`src/rtl/barrel_shifter_pipe.sv`:
```
// Pipelined barrel shifter: LSL/LSR/ASR/ROL/ROR plus pass-through, one stage per shamt bit.
// Latency: result on out_* after edge E+N-1 for an input accepted at edge E; 1 op/cycle.
// Backpressure: whole pipe freezes while out_valid && !out_ready; in_ready mirrors that.
module barrel_shifter_pipe #(
    parameter int DATA_W = 32,
    parameter int SH_W   = $clog2(DATA_W),
    parameter int N      = $clog2(DATA_W)
) (
    input  logic              clk,
    input  logic              rst_n,
    input  logic              in_valid,
    output logic              in_ready,
    input  logic [DATA_W-1:0] in_data,
    input  logic [SH_W-1:0]   in_shamt,
    input  logic [2:0]        in_op,
    output logic              out_valid,
    input  logic              out_ready,
    output logic [DATA_W-1:0] out_data,
    output logic              out_zero
);

    localparam logic [2:0] OP_LSL = 3'b000;
    localparam logic [2:0] OP_LSR = 3'b001;
    localparam logic [2:0] OP_ASR = 3'b010;
    localparam logic [2:0] OP_ROL = 3'b011;
    localparam logic [2:0] OP_ROR = 3'b100;

    logic advance;
    logic zero_q;

    assign advance  = !out_valid || out_ready;
    assign in_ready = advance;

    function automatic logic [DATA_W-1:0] shift_step(
        input logic [DATA_W-1:0] x,
        input logic [2:0]        op,
        input logic              sgn,
        input logic              en,
        input int                s
    );
        logic [DATA_W-1:0] res;
        logic [DATA_W-1:0] fill;
        fill = ~({DATA_W{1'b1}} >> s);
        res  = x;
        if (en) begin
            case (op)
                OP_LSL:  res = x << s;
                OP_LSR:  res = x >> s;
                OP_ASR:  res = sgn ? ((x >> s) | fill) : (x >> s);
                OP_ROL:  res = (x << s) | (x >> (DATA_W - s));
                OP_ROR:  res = (x >> s) | (x << (DATA_W - s));
                default: res = x;
            endcase
        end
        return res;
    endfunction

    for (genvar k = 0; k < N; k++) begin : g_stg
        localparam int STEP = 1 << k;

        logic [DATA_W-1:0] src_dat;
        logic [DATA_W-1:0] nxt_dat;
        logic [DATA_W-1:0] dat_q;
        logic [2:0]        src_op;
        logic              src_vld;
        logic              src_sgn;
        logic              src_en;
        logic              vld_q;

        // The sign travels with the operand so ASR fills from the original MSB,
        // not from whatever earlier stages left in the top bit.
        if (k == 0) begin : g_src
            assign src_dat = in_data;
            assign src_vld = in_valid;
            assign src_op  = in_op;
            assign src_sgn = in_data[DATA_W-1];
            assign src_en  = in_shamt[0];
        end else begin : g_src
            assign src_dat = g_stg[k-1].dat_q;
            assign src_vld = g_stg[k-1].vld_q;
            assign src_op  = g_stg[k-1].g_meta.op_q;
            assign src_sgn = g_stg[k-1].g_meta.sgn_q;
            assign src_en  = g_stg[k-1].g_meta.sh_q[0];
        end

        assign nxt_dat = shift_step(src_dat, src_op, src_sgn, src_en, STEP);

        always_ff @(posedge clk or negedge rst_n) begin
            if (!rst_n) begin
                dat_q <= '0;
                vld_q <= 1'b0;
            end else if (advance) begin
                dat_q <= nxt_dat;
                vld_q <= src_vld;
            end
        end

        // Stage k keeps only the shamt bits later stages still need.
        if (k < N - 1) begin : g_meta
            localparam int SW = SH_W - 1 - k;

            logic [SW-1:0] sh_q;
            logic [SW-1:0] sh_nxt;
            logic [2:0]    op_q;
            logic          sgn_q;

            if (k == 0) begin : g_sh
                assign sh_nxt = in_shamt[SH_W-1:1];
            end else begin : g_sh
                assign sh_nxt = g_stg[k-1].g_meta.sh_q[SW:1];
            end

            always_ff @(posedge clk or negedge rst_n) begin
                if (!rst_n) begin
                    sh_q  <= '0;
                    op_q  <= '0;
                    sgn_q <= 1'b0;
                end else if (advance) begin
                    sh_q  <= sh_nxt;
                    op_q  <= src_op;
                    sgn_q <= src_sgn;
                end
            end
        end
    end

    // Zero flag is derived from the final stage's next value so it updates on the same edge as out_data.
    always_ff @(posedge clk or negedge rst_n) begin
        if (!rst_n) begin
            zero_q <= 1'b1;
        end else if (advance) begin
            zero_q <= (g_stg[N-1].nxt_dat == '0);
        end
    end

    assign out_valid = g_stg[N-1].vld_q;
    assign out_data  = g_stg[N-1].dat_q;
    assign out_zero  = zero_q;

endmodule

```
`config.mk`:
```
export PLATFORM = sky130hd
export DESIGN_NAME = barrel_shifter_pipe
export DESIGN_NICKNAME = d
export VERILOG_FILES = /design/src/rtl/barrel_shifter_pipe.sv
export SDC_FILE = /design/constraint.sdc
export NUM_CORES = 1
export LEC_CHECK = 0
export CAP_MARGIN = 5
export CORE_MARGIN = 3
export CORE_UTILIZATION = 40
export CTS_CLUSTER_SIZE = 8
export DETAILED_ROUTE_END_ITERATION = 10
export GPL_ROUTABILITY_DRIVEN = 0
export PLACE_DENSITY_LB_ADDON = 0.2
export SYNTH_ARGS = -nofsm -noshare
export SYNTH_HDL_FRONTEND = slang
export SYNTH_SLANG_ARGS = --single-unit
```
`constraint.sdc`:
```
create_clock -name clk -period 1.56 [get_ports clk]
set_input_delay 0.312 -clock clk [delete_from_list [all_inputs] [get_ports clk]]
set_output_delay 0.312 -clock clk [all_outputs]
set_load 0.01 [all_outputs]
```
# == Word-level counts from Yosys, hierarchy flattened ==
# Cells that the tools add are included.
# totals
reg_bits,192
in_bits,44
out_inout_bits,35
wordCells,76
# op_classes
n_eq_ne,20
n_mux,15
n_bitwise,9
reduce_logical,9
# op_table
op,n
$pmux 32 s5,4
$mux 32,10
$pmux 32 s4,1
$logic_not 32->1,1
$or 16x32->32,1
$or 24x32->32,1
$or 28x32->32,1
$or 30x32->32,1
$or 31x32->32,1
$or 32x1->32,1
$or 32x2->32,1
$or 32x4->32,1
$or 32x8->32,1
$eq 3x2->1 const B,10
$eq 3x1->1 const B,5
$eq 3x3->1 const B,5
$logic_not 3->1,5
$reduce_or 2->1,1
$logic_not 1->1,1
$logic_or 1x1->1,1

# == Logic depth before layout (Yosys ltp) ==
# Gate-level depths: netlist of the first run.
# depth
ltp_word,5
mapped_depth,8
ltp_nobuf,6

# == Worst setup path before layout of the first run ==
# OpenSTA, ideal clock, no wires.
# synth_path
path_kind,register to register
from,register g_stg[0].g_meta.op_q[2]
to,register g_stg[1].dat_q[10]
setup_ps,132
arrival_time_ps,1500
t_required_ps,1428
path_slack_ps,-72
path_stages_with_launch,9
n_path_buf,3
period_less_slack_ps,1632
cell_sequence,dfrtp_1 -> buf_2 -> xor2_1 -> o21a_1 -> buf_2 -> buf_2 -> a221o_1 -> o21ai_0 -> o21ai_1
# synth_via
elab_chain_len,3
word_cells_on_any_way,7
classes_between,eq/ne (4); mux (2); reduce/logical (1)
# synth_rtl
element,line_no,rtl
start: declaration,104,logic [2:0] op_q;
start signal: assignment,120,op_q <= src_op;
$eq 3x3->1 (tied with other cells),46,case (op)
$pmux 32 s5 *,46,
$mux 32 *,45,if (en) begin
end signal: assignment,93,dat_q <= nxt_dat;
end: declaration,63,logic [DATA_W-1:0] dat_q;
# Mark *: on every way between the ends. The rest lies on a longest branch, timed or not.
# A chain may end at the register's enable or synchronous reset.

# == Worst setup path after layout of the first run ==
# layout_path
from,register g_stg[3].dat_q[1]
to,"register zero_q, in the netlist out_zero"
# layout_via
elab_chain_len,4
# layout_rtl
element,line_no,rtl
start: declaration,63,
start signal: assignment,93,
$or 16x32->32,"50, 51",
$pmux 32 s4,46,
$mux 32 *,45,
$logic_not 32->1 *,132,zero_q <= (g_stg[N-1].nxt_dat == '0);
end signal: assignment,132,
end: declaration,29,logic zero_q;
# Marks and branches as above.

==> results.yml, run 1 <==
clock_network:
  h-tree-depth: 4
  cts_tree: "done"
  cts_inserted_buffers: 17
  ctsLongestPathBuffers: 2
  clk_latency_ns: 0.44
  path_clk_slew_ns: 0.08
  clockRootBuffer: "clkbuf_16"
  clkSinkCount: 192
floorplanning:
  coreArea_um2: 25600
  dieArea_um2: 28500
  rows: 58
  die_h_um: 169
  fp.dieW_um: 169
  ios: 79
  start_util_pct: 41.4
sta:
  max_freq_mhz: 596
  final.setup.worst_slack_ns: -0.117
  report.final.slew_viol_count: 0
  slew_headroom_pct: 67.4
  worst_slew_pin_slew_ns: 0.485
  rsz0062_at_grt: "true"
  finClkSkew_ns: 0.0168
  post-route-period-util_pct: 108
  setup_violations: 94
  hold_violations: 0
  fin_crit_ns: 1.68
worst_setup_path:
  worstReg2RegStart: "g_stg[3].dat_q[1]"
  start_kind: "flip-flop"
  worstSetupPathType: "reg2reg"
  path_max_fanout: 3
  critPathCaptureType: "flip-flop"
  rr_endpoint: "out_zero"
  r2r_slack_ns: -0.12
  crit_required_ns: 1.95
  worstPathArrival_ns: 2.06
  rr_worst_depth: 5
synth:
  yosysUniqueCellTypes: 52
  synthTopCellsByArea: "dfrtp_1 (45%), nand2_1 (9.9%), o21ai_0 (5.7%), a221o_1 (5.0%), o31ai_1 (3.3%)"
  synth.ff_latch_count: 192
  netlist_area_um2: 10600
  avgSynthCellArea_um2: 8.77
  synth_edf_count: 0
  synthArstFlopShare_pct: 100
  synth_cells: 1209
  synth_nets: 1253
  yosys.area.top_type_share_pct: 45.1
  synth_largest_area_cell: "dfrtp_1"
  ys.flop_type: "dfrtp_1"
  ys_warn_count: 0
  ys_seq_area_share_pct: 45.3
run_status:
  outcome: "finished with violations"
  violations: "setup timing"
detailed_routing:
  drt_wl_total_um: 33300
  route.detailed.drc: 0
  via_per_inst: 5.88
  wl_per_cell_um: 19.3
  ant_nets: 0
  drtIter0Drc: 818
  first_pass_iters: 6
  num_vias: 10121
layout:
  layout-drive-gt1-share_pct: 24.6
  final_area_um2: 14500
  num-nets-final: 1422
  area_delta_synth_final_pct: 36.6
  num_antenna_cells: 0
global_route:
  grtUsageTotal_pct: 21.9
  grt_pass1_vias: 9407
  grt-ovfl-total: 0
  grt_max_degree: 84
  grt_pass1_wl_um: 50900
  antenna_found_initial: 0
hold_path:
  min_path_type: "in2async"
place:
  place_ws_ns: -0.321
  portBuffers: 78
  hpwl_um: 22000
  place_area_um2: 12700
pwr:
  vdd_drop_max_mv: 1.15
  power_density_nw_per_um2: 2370
  p_leak_nw: 6.04
flow_run:
  max_cap_violations: 0
## registers in the layout (all words and copies together), names as in the netlist
signal              count
g_stg.vld_q             4
out_valid               1
g_stg.g_meta.sgn_q      4
g_stg.g_meta.sh_q      10
g_stg.g_meta.op_q      12
out_zero                1
out_data               32
g_stg.dat_q           128
## layout make-up
type	instances	area, um2
fillers	2279	11100
multi-input cells	899	5860
flip-flops and latches	192	4810
repair buffers	262	2800
clock buffers	19	443
well taps	330	413
clock inverters	13	140
inverters	6	22.5
## cell families after synthesis
group,synth area share (%)
multiplexers,2.93
XOR/XNOR,0.507
buffers and inverters,5.43
AND/OR/NAND/NOR,14.8
flip-flops,45.3
adder cells (fa/ha/maj),1.42
AO/OA/AOI/OAI,29.6
## critical path, cell delays in order (launching register included)
cell and delay (ns):
dfrtp_1 0.43, nor4_4 0.34, nand4_1 0.17, buf_4 0.19, a2111oi_4 0.28, a32o_2 0.21
## per-stage QoR
stage / hold WS [ns] / instances / power (W) / util [%] / setup TNS, ns
after floorplan: 0.0164 / 1209 / 0.0190 / - / -0.148
after global placement: 0.236 / 1648 / 0.0255 / 49.6 / -29.96
after detailed placement: 0.236 / 1648 / 0.0257 / 49.6 / -33.18
after CTS: 0.329 / 1695 / 0.0318 / 53.6 / -2.74
after global routing: 0.344 / 1721 / 0.0365 / 56.6 / -10.23
final: 0.333 / 1721 / 0.0343 / 56.6 / -4.73
## cells in the mapped netlist, drive strengths merged, types with 16 or more instances
| cell type | instances |
|---|---|
| nand2 | 281 |
| clkbuf | 57 |
| a21oi | 19 |
| o2bb2ai | 27 |
| dfrtp | 191 |
| mux2i | 31 |
| buf | 57 |
| a221oi | 35 |
| o21ai | 182 |
| o22ai | 30 |
| o211ai | 16 |
| a221o | 53 |
| o31ai | 46 |
| nor2 | 67 |
## power breakdown
part,switching (W),internal (W),leakage (nW),total (W)
logic,0.0100,0.00977,3.45,0.0198
clock network,0.00215,0.00219,0.287,0.00434
registers,0.00287,0.00736,2.30,0.0102
## worst max path at each step
| stage | startpoint | to |
|---|---|---|
| finish | g_stg[3].dat_q[1] | out_zero |
| global route | g_stg[3].dat_q[30] | out_zero |
| CTS | g_stg[3].dat_q[10] | out_zero |
| floorplan | g_stg[0].g_meta.op_q[1] | g_stg[1].dat_q[11] |
| detailed placement | in_op[0] | g_stg[0].dat_q[12] |
| global placement | in_op[0] | g_stg[0].dat_q[12] |
## cells in the final DEF (no fill, tap or decap), types with 16 or more instances in the layout
| master | n |
|---|---|
| a221o_1 | 53 |
| a221oi_1 | 34 |
| buf_12 | 33 |
| buf_4 | 118 |
| buf_6 | 20 |
| clkbuf_16 | 26 |
| clkdlybuf4s50_1 | 41 |
| dfrtp_1 | 187 |
| dlygate4sd2_1 | 33 |
| mux2i_1 | 30 |
| nand2_1 | 273 |
| nor2_1 | 65 |
| o211ai_1 | 16 |
| o21ai_1 | 136 |
| o21ai_2 | 33 |
| o22ai_2 | 17 |
| o31ai_1 | 46 |
## routing by layer
layer | up-vias | routed length [um] | GRT usage (%) | share of wire (%)
li1 | 4798 | - | - | -
met1 | 4928 | 14800 | 30.6 | 45
met2 | 325 | 16000 | 35.9 | 48
met3 | 70 | 1530 | 2.55 | 4.6
met4 | 0 | 908 | 6.87 | 2.7
met5 | - | 0 | 0 | 0
## repair_timing
action | in CTS | in global routing
endpoints found under the setup margin | 135 | 127
pin swaps | 15 | 49
cloned | 5 | 13
setup buffers | 9 | 15
endpoints found under the hold margin | 26 | 0
resized for setup | 179 | 125
hold buffers | 1 | 0
No activity file was read; power rests on OpenSTA's default activity.
==> run 2: changes to the inputs <==
--- a/config.mk
+++ b/config.mk
@@ -11,6 +11,7 @@
 export CTS_CLUSTER_SIZE = 8
 export DETAILED_ROUTE_END_ITERATION = 10
 export GPL_ROUTABILITY_DRIVEN = 0
+export GPL_TIMING_DRIVEN = 1
 export PLACE_DENSITY_LB_ADDON = 0.2
 export SYNTH_ARGS = -nofsm -noshare
 export SYNTH_HDL_FRONTEND = slang
==> results of run 2 <==
Same layout as run 1: the final DEF is identical, and so are final timing and power.
